## config.mk

```make
export PLATFORM = sky130hd
export DESIGN_NAME = tdc_readout_arbiter
export DESIGN_NICKNAME = d
export VERILOG_FILES = /design/src/rtl/tdc_readout_arbiter.sv
export SDC_FILE = /design/constraint.sdc
export NUM_CORES = 1
export LEC_CHECK = 0
export ABC_CLOCK_PERIOD_IN_PS = 2100
export CAP_MARGIN = 20
export CORE_AREA = 4 4 136 138
export CTS_CLUSTER_SIZE = 12
export DETAILED_ROUTE_END_ITERATION = 6
export DIE_AREA = 0 0 140 142
export PLACE_DENSITY = 0.73
export SYNTH_ARGS = -nofsm -noshare
export SYNTH_HDL_FRONTEND = slang
export SYNTH_SLANG_ARGS = --single-unit
```

## constraint.sdc

```tcl
create_clock -name clk -period 2.1 [get_ports clk]
set_input_delay 0.63 -clock clk [delete_from_list [all_inputs] [get_ports clk]]
set_output_delay 0.63 -clock clk [all_outputs]
set_load 0.05 [all_outputs]
```

## src/rtl/tdc_readout_arbiter.sv

```systemverilog
`default_nettype none
// ============================================================================
// Module   : tdc_readout_arbiter
// Purpose  : Round-robin readout scheduler sharing one event output stream
//            between N_SRC TDC modules. For each event it grants one pending
//            source, captures its timestamp/tot/channel, clears it through
//            the TDC clear handshake and offers the event on a valid/ready
//            output port.
// Ports    : clk, reset_n (async, active-low), enable (permits new grants)
//            src_has_event / src_timestamp / src_tot / src_chan  <- TDC buses
//            src_clear                                           -> TDC buses
//            out_valid, out_ready, out_timestamp, out_tot,
//            out_chan, out_src                                   output port
//            busy        high whenever the FSM is not IDLE
//            evt_count   accepted-event counter (only with TDC_ARB_EVTCNT_EN)
// Options  : TDC_ARB_EVTCNT_EN - adds the 32-bit evt_count port and counter.
// Params   : N_SRC (2..16), SRC_W (derived, do not override)
// Revision : 1.0 - initial release
// ============================================================================
module tdc_readout_arbiter #(
  parameter int N_SRC = 4,
  parameter int SRC_W = $clog2(N_SRC)
) (
  input  logic                 clk,
  input  logic                 reset_n,
  input  logic                 enable,
  input  logic [N_SRC-1:0]     src_has_event,
  input  logic [32*N_SRC-1:0]  src_timestamp,
  input  logic [32*N_SRC-1:0]  src_tot,
  input  logic [4*N_SRC-1:0]   src_chan,
  output logic [N_SRC-1:0]     src_clear,
  output logic                 out_valid,
  input  logic                 out_ready,
  output logic [31:0]          out_timestamp,
  output logic [31:0]          out_tot,
  output logic [3:0]           out_chan,
  output logic [SRC_W-1:0]     out_src,
  output logic                 busy
`ifdef TDC_ARB_EVTCNT_EN
  ,
  output logic [31:0]          evt_count
`endif
);

  typedef enum logic [1:0] {
    ST_IDLE  = 2'd0,
    ST_CLEAR = 2'd1,
    ST_SEND  = 2'd2
  } state_t;

  state_t              state;
  state_t              state_nx;

  logic [SRC_W-1:0]    last_grant;
  logic [SRC_W-1:0]    grant_idx;
  logic                grant_found;
  logic [N_SRC-1:0]    grant_onehot;
  logic [31:0]         sel_ts;
  logic [31:0]         sel_tot;
  logic [3:0]          sel_chan;

  logic                do_grant;
  logic                do_release;
  logic                do_accept;

  // Round-robin search: first pending source starting at last_grant+1,
  // wrapping around. last_grant itself is examined last.
  always_comb begin
    int               cand;
    logic [SRC_W-1:0] cand_idx;
    cand         = 0;
    cand_idx     = '0;
    grant_found  = 1'b0;
    grant_idx    = '0;
    grant_onehot = '0;
    for (int k = 1; k <= N_SRC; k++) begin
      cand     = (int'(last_grant) + k) % N_SRC;
      cand_idx = cand[SRC_W-1:0];
      if (!grant_found && src_has_event[cand_idx]) begin
        grant_found = 1'b1;
        grant_idx   = cand_idx;
      end
    end
    grant_onehot[grant_idx] = grant_found;
  end

  // Data mux for the candidate source, captured only on the grant edge.
  always_comb begin
    sel_ts   = '0;
    sel_tot  = '0;
    sel_chan = '0;
    for (int i = 0; i < N_SRC; i++) begin
      if (grant_idx == SRC_W'(i)) begin
        sel_ts   = src_timestamp[32*i +: 32];
        sel_tot  = src_tot[32*i +: 32];
        sel_chan = src_chan[4*i +: 4];
      end
    end
  end

  // Next-state logic and handshake strobes
  always_comb begin
    state_nx   = state;
    do_grant   = 1'b0;
    do_release = 1'b0;
    do_accept  = 1'b0;
    case (state)
      ST_IDLE: begin
        if (enable && grant_found) begin
          do_grant = 1'b1;
          state_nx = ST_CLEAR;
        end
      end
      ST_CLEAR: begin
        // The granted source acknowledges clear by dropping hasEvent.
        if (!src_has_event[out_src]) begin
          do_release = 1'b1;
          state_nx   = ST_SEND;
        end
      end
      ST_SEND: begin
        if (out_valid && out_ready) begin
          do_accept = 1'b1;
          state_nx  = ST_IDLE;
        end
      end
      default: state_nx = ST_IDLE;
    endcase
  end

  always_ff @(posedge clk or negedge reset_n) begin
    if (!reset_n) state <= ST_IDLE;
    else          state <= state_nx;
  end

  // Registered outputs. Captured data is loaded only on the grant edge, so
  // later changes on the source bus never reach the output.
  always_ff @(posedge clk or negedge reset_n) begin
    if (!reset_n) begin
      src_clear     <= '0;
      out_valid     <= 1'b0;
      out_timestamp <= '0;
      out_tot       <= '0;
      out_chan      <= '0;
      out_src       <= '0;
      busy          <= 1'b0;
      // Source 0 gets first priority after reset.
      last_grant    <= SRC_W'(N_SRC - 1);
    end else begin
      busy <= (state_nx != ST_IDLE);
      if (do_grant) begin
        out_timestamp <= sel_ts;
        out_tot       <= sel_tot;
        out_chan      <= sel_chan;
        out_src       <= grant_idx;
        src_clear     <= grant_onehot;
      end
      if (do_release) begin
        src_clear <= '0;
        out_valid <= 1'b1;
      end
      if (do_accept) begin
        out_valid  <= 1'b0;
        last_grant <= out_src;
      end
    end
  end

`ifdef TDC_ARB_EVTCNT_EN
  logic [31:0] evt_cnt;

  // Free-running wrap from 0xFFFFFFFF to 0 is intended.
  always_ff @(posedge clk or negedge reset_n) begin
    if (!reset_n)       evt_cnt <= '0;
    else if (do_accept) evt_cnt <= evt_cnt + 32'd1;
  end

  assign evt_count = evt_cnt;
`endif

endmodule
`default_nettype wire

```

==> summary.md <==
| Metric | Value |
|---|---|
| Dominant synthesized flop cell | dfrtp_1 |
| First drt pass iteration count | 5 |
| Final core area utilization | just under 60% |
| CP Cell Sequence | clkdlybuf4s50_1 -> nor3b_4 -> buf_4 -> nand2_2 -> buf_12 -> a211oi_2 -> buf_4 -> a311oi_2 |
| Worst slew margin | between 70% and 80% |
| Most frequent cell after synthesis | dfrtp_1 |
| FF/Latch Area | approximately 0.002 mm^2 |
| Vias | ~6600 |
| Area of the multi-input gates | approximately 0.0032 mm^2 |
| Worst setup path category | input pin to flop |
| Row cnt | between 40 and 50 |
| GR Overflow Total | 0 |
| Nets | around 1200 |
| Placer Congestion | 0.864 |
| Clk pwr share | 10.9% |
| Crit share post-route | a little over nine tenths |
| Worst-Skew Late Latency | about 0.35 ns |
| Full die area | around 0.020 mm^2 |
| Status | finished clean |
| Syn_nets | around 840 |
| Crit path time final | 2.03 ns |
| Routed Antenna Nets | 0 |
| Routed vias/inst | between 5 and 6 |
| Htree depth | 3 |
| DR DRC count | 0 |
| CP top delay family | buffers and inverters |
| Buf/Inv on CP | 4 |
| Kind of end point of the critical path | flop |
| P_sw | 6.76 mW |
| Synth Warn # | 0 |
| CTS tree | built |
| Power share of the sequential group | between 20% and 30% |
| Post-synth EDFFs | 0 |
| Vias in the first global route | about 6700 |
| IO buf count | 355 |
| Post-cts hold buffer count | 0 |
| Delay of the slowest cell on the worst path | about 0.46 ns |
| HPWL Detailed | approximately 18 mm |
| DR iter-0 viols | roughly 430 |
| Setup TNS | 0 ns |
| CP max stage cell | clkdlybuf4s50_1 |
| PwrDens | approximately 1300 mW/mm^2 |
| Worst IR drop on VDD | slightly above 0.7 mV |
| Final setup fails | 0 |
| Global-route usage over all layers | 24.4% |
| CP Data Required Time | ~2.3 ns |
| Critical Path AT | 2.25 ns |
| Hold Vio Cnt, Final | 0 |
| Slew @ Worst Pin | approximately 0.35 ns |
| First-pass GRT wire length | roughly 39 mm |
| Logic pwr share | 67.6% |
| Syn avg cell area | between 10 and 15 um^2 |
| Share of cells above drive strength 1 | between 20% and 30% |
| Root buffer selected by CTS | clkbuf_16 |
| F_max | 0.491 GHz |
| Filler cell count | approximately 1500 |
| Yosys top cell by area | dfrtp_1 |
| Leak | ~3.6 nW |
| Seq/Total Area, Yosys | 35.8% |
| Yosys cell types | 42 |
| Startpoint Class | input pin |
| Top cell type's share of synthesized area | 34.9% |
| Post-synth top cells | 78 x dfrtp_1, 72 x o21ai_0, 68 x a211oi_1, 68 x o32ai_1, 68 x or3b_1 |
| Area grow syn2layout | 77.3% |
| Critical path peak fanout | 37 |
| Fin. max-slew vios | 0 |
| Design internal power | 6.56 mW |
| Pin count of the biggest net entering global routing | 81 |
| Synth area leaders | dfrtp_1 35%, o32ai_1 11%, or3b_1 11% |
| Max-cap violations | 0 |
| Clock slew at reported path FFs | about 0.07 ns |
| Die extent in y | roughly 140 um |
| Setup Skew | around 0.0093 ns |
| Synth async-reset ratio | between 90% and 100% |
| Die X-Extent | approximately 140 um |
| Placed Instances | ~1100 |
| Final WL | roughly 25 mm |
| Switching share of power | ~50% |
| Cts bufs inserted | 9 |
| Core Box Area | roughly 0.017 mm^2 |
| Drt wl/cell | approximately 22 um |
| Yosys reg bits | 80 |
| Initial antenna violation count | 2 |
| ANT cells | 0 |
| I/O Pins | 356 |
| Cell count after synthesis | ~560 |
| Max Root-Sink Buffers | 2 |
| Worst Hold Class | input pin to asynchronous set/reset pin |
| Post-synthesis cell area | around 0.0056 mm^2 |
| Pwr Total | 13.3 mW |
| Finished Layout Cells | 1131 |
| Clock sink count | 80 |
| Initial Util | about a third |
| Most used cell along the critical path | buf_4 |
| Hold slack | ~0.18 ns |
-- cell usage in the layout (no fill, tap or decap), types with 3 or more instances in the layout --
cell type and count:
nor2_1 6, clkbuf_16 9, clkdlybuf4s50_1 274, buf_4 112, dlygate4sd2_1 4, dfrtp_1 78
clkinv_2 3, or3b_1 68, buf_12 23, inv_1 3, a311oi_1 47, o32ai_1 66
a21oi_1 3, nand2_1 4, a311oi_2 21, o21ai_0 72, a211oi_1 66, clkbuf_1 3
nand2b_1 3
-- power groups by stage --
stage          registers (mW)  logic (mW)  clock network, mW
2_1_floorplan            5.27        3.14                  0
3_3_place_gp             2.87        8.70                  0
3_5_place_dp             2.88        8.81                  0
4_1_cts                  2.87        8.96               1.49
5_1_grt                  2.96        9.47               1.56
6_report                 2.86        9.00               1.46
-- logic make-up (layout without fill, tap and decap cells) --
| group | Yosys count | after routing | share of synthesized area (%) |
|---|---|---|---|
| AOI/OAI and AO/OA | 293 | 293 | 41.7 |
| buffers and inverters | 87 | 434 | 8.05 |
| DFF | 80 | 80 | 35.8 |
| muxes | 4 | 4 | 0.984 |
| and+or+nand+nor | 95 | 95 | 13.4 |
-- state kept, by name, indices dropped and copies added (netlist names) --
signal,flops
out_chan,4
src_clear,4
state,2
out_tot,32
last_grant,2
out_valid,1
out_timestamp,32
out_src,2
busy,1
-- metal layers --
| layer | GRT usage (%) | routed length (um) | vias to the layer above |
|---|---|---|---|
| met5 | 0 | 27 | - |
| met1 | 30.8 | 10100 | 3198 |
| met3 | 6.65 | 2150 | 56 |
| met4 | 8.87 | 842 | 4 |
| li1 | - | - | 3035 |
| met2 | 40.5 | 12400 | 324 |
-- stage by stage --
stage               setup WS, ns  area (um^2)
CTS                      0.00556         9890
global placement          -0.481         9520
finish                    0.0652         9920
global route           -0.000872         9920
floorplan                  0.118         5600
detailed placement        -0.519         9520
-- final timing paths --
path                               start  slack, ns                end  depth (start not counted)
min in group clk            src_clear[3]       0.49       src_clear[3]                          1
min                              reset_n       0.18  out_timestamp[24]                          1
max                               enable       0.07        out_tot[30]                          8
min reg2reg                 src_clear[3]       0.49       src_clear[3]                          1
max in group asynchronous        reset_n       1.42        out_chan[3]                          2
max reg2reg                last_grant[1]       0.11        out_tot[24]                          6
-- worst register-to-register path, delay by kind of cell (launching register included) --
family	cells	cell delay [ns]
buffers and inverters	2	0.33
flip-flops	1	0.59
AO/OA/AOI/OAI	2	0.49
AND/OR/NAND/NOR	2	0.49
-- timing repair --
| item | CTS | global route |
|---|---|---|
| gates cloned | 2 | 0 |
| resized for setup | 9 | 2 |
| endpoints found under the setup margin | 68 | 40 |
| buffers inserted | 3 | 3 |
| pin swaps | 2 | 2 |
| endpoints found under the hold margin | 0 | 0 |
-- layout make-up --
cell class              count  share of cell area (%)
flip-flops and latches     80                    20.2
repair buffers            415                    41.7
inverters                   3                   0.113
clock inverters             4                   0.240
well taps                 225                    2.84
clock buffers              12                    2.38
multi-input cells         392                    32.6
(Power assumes the default switching activity.)
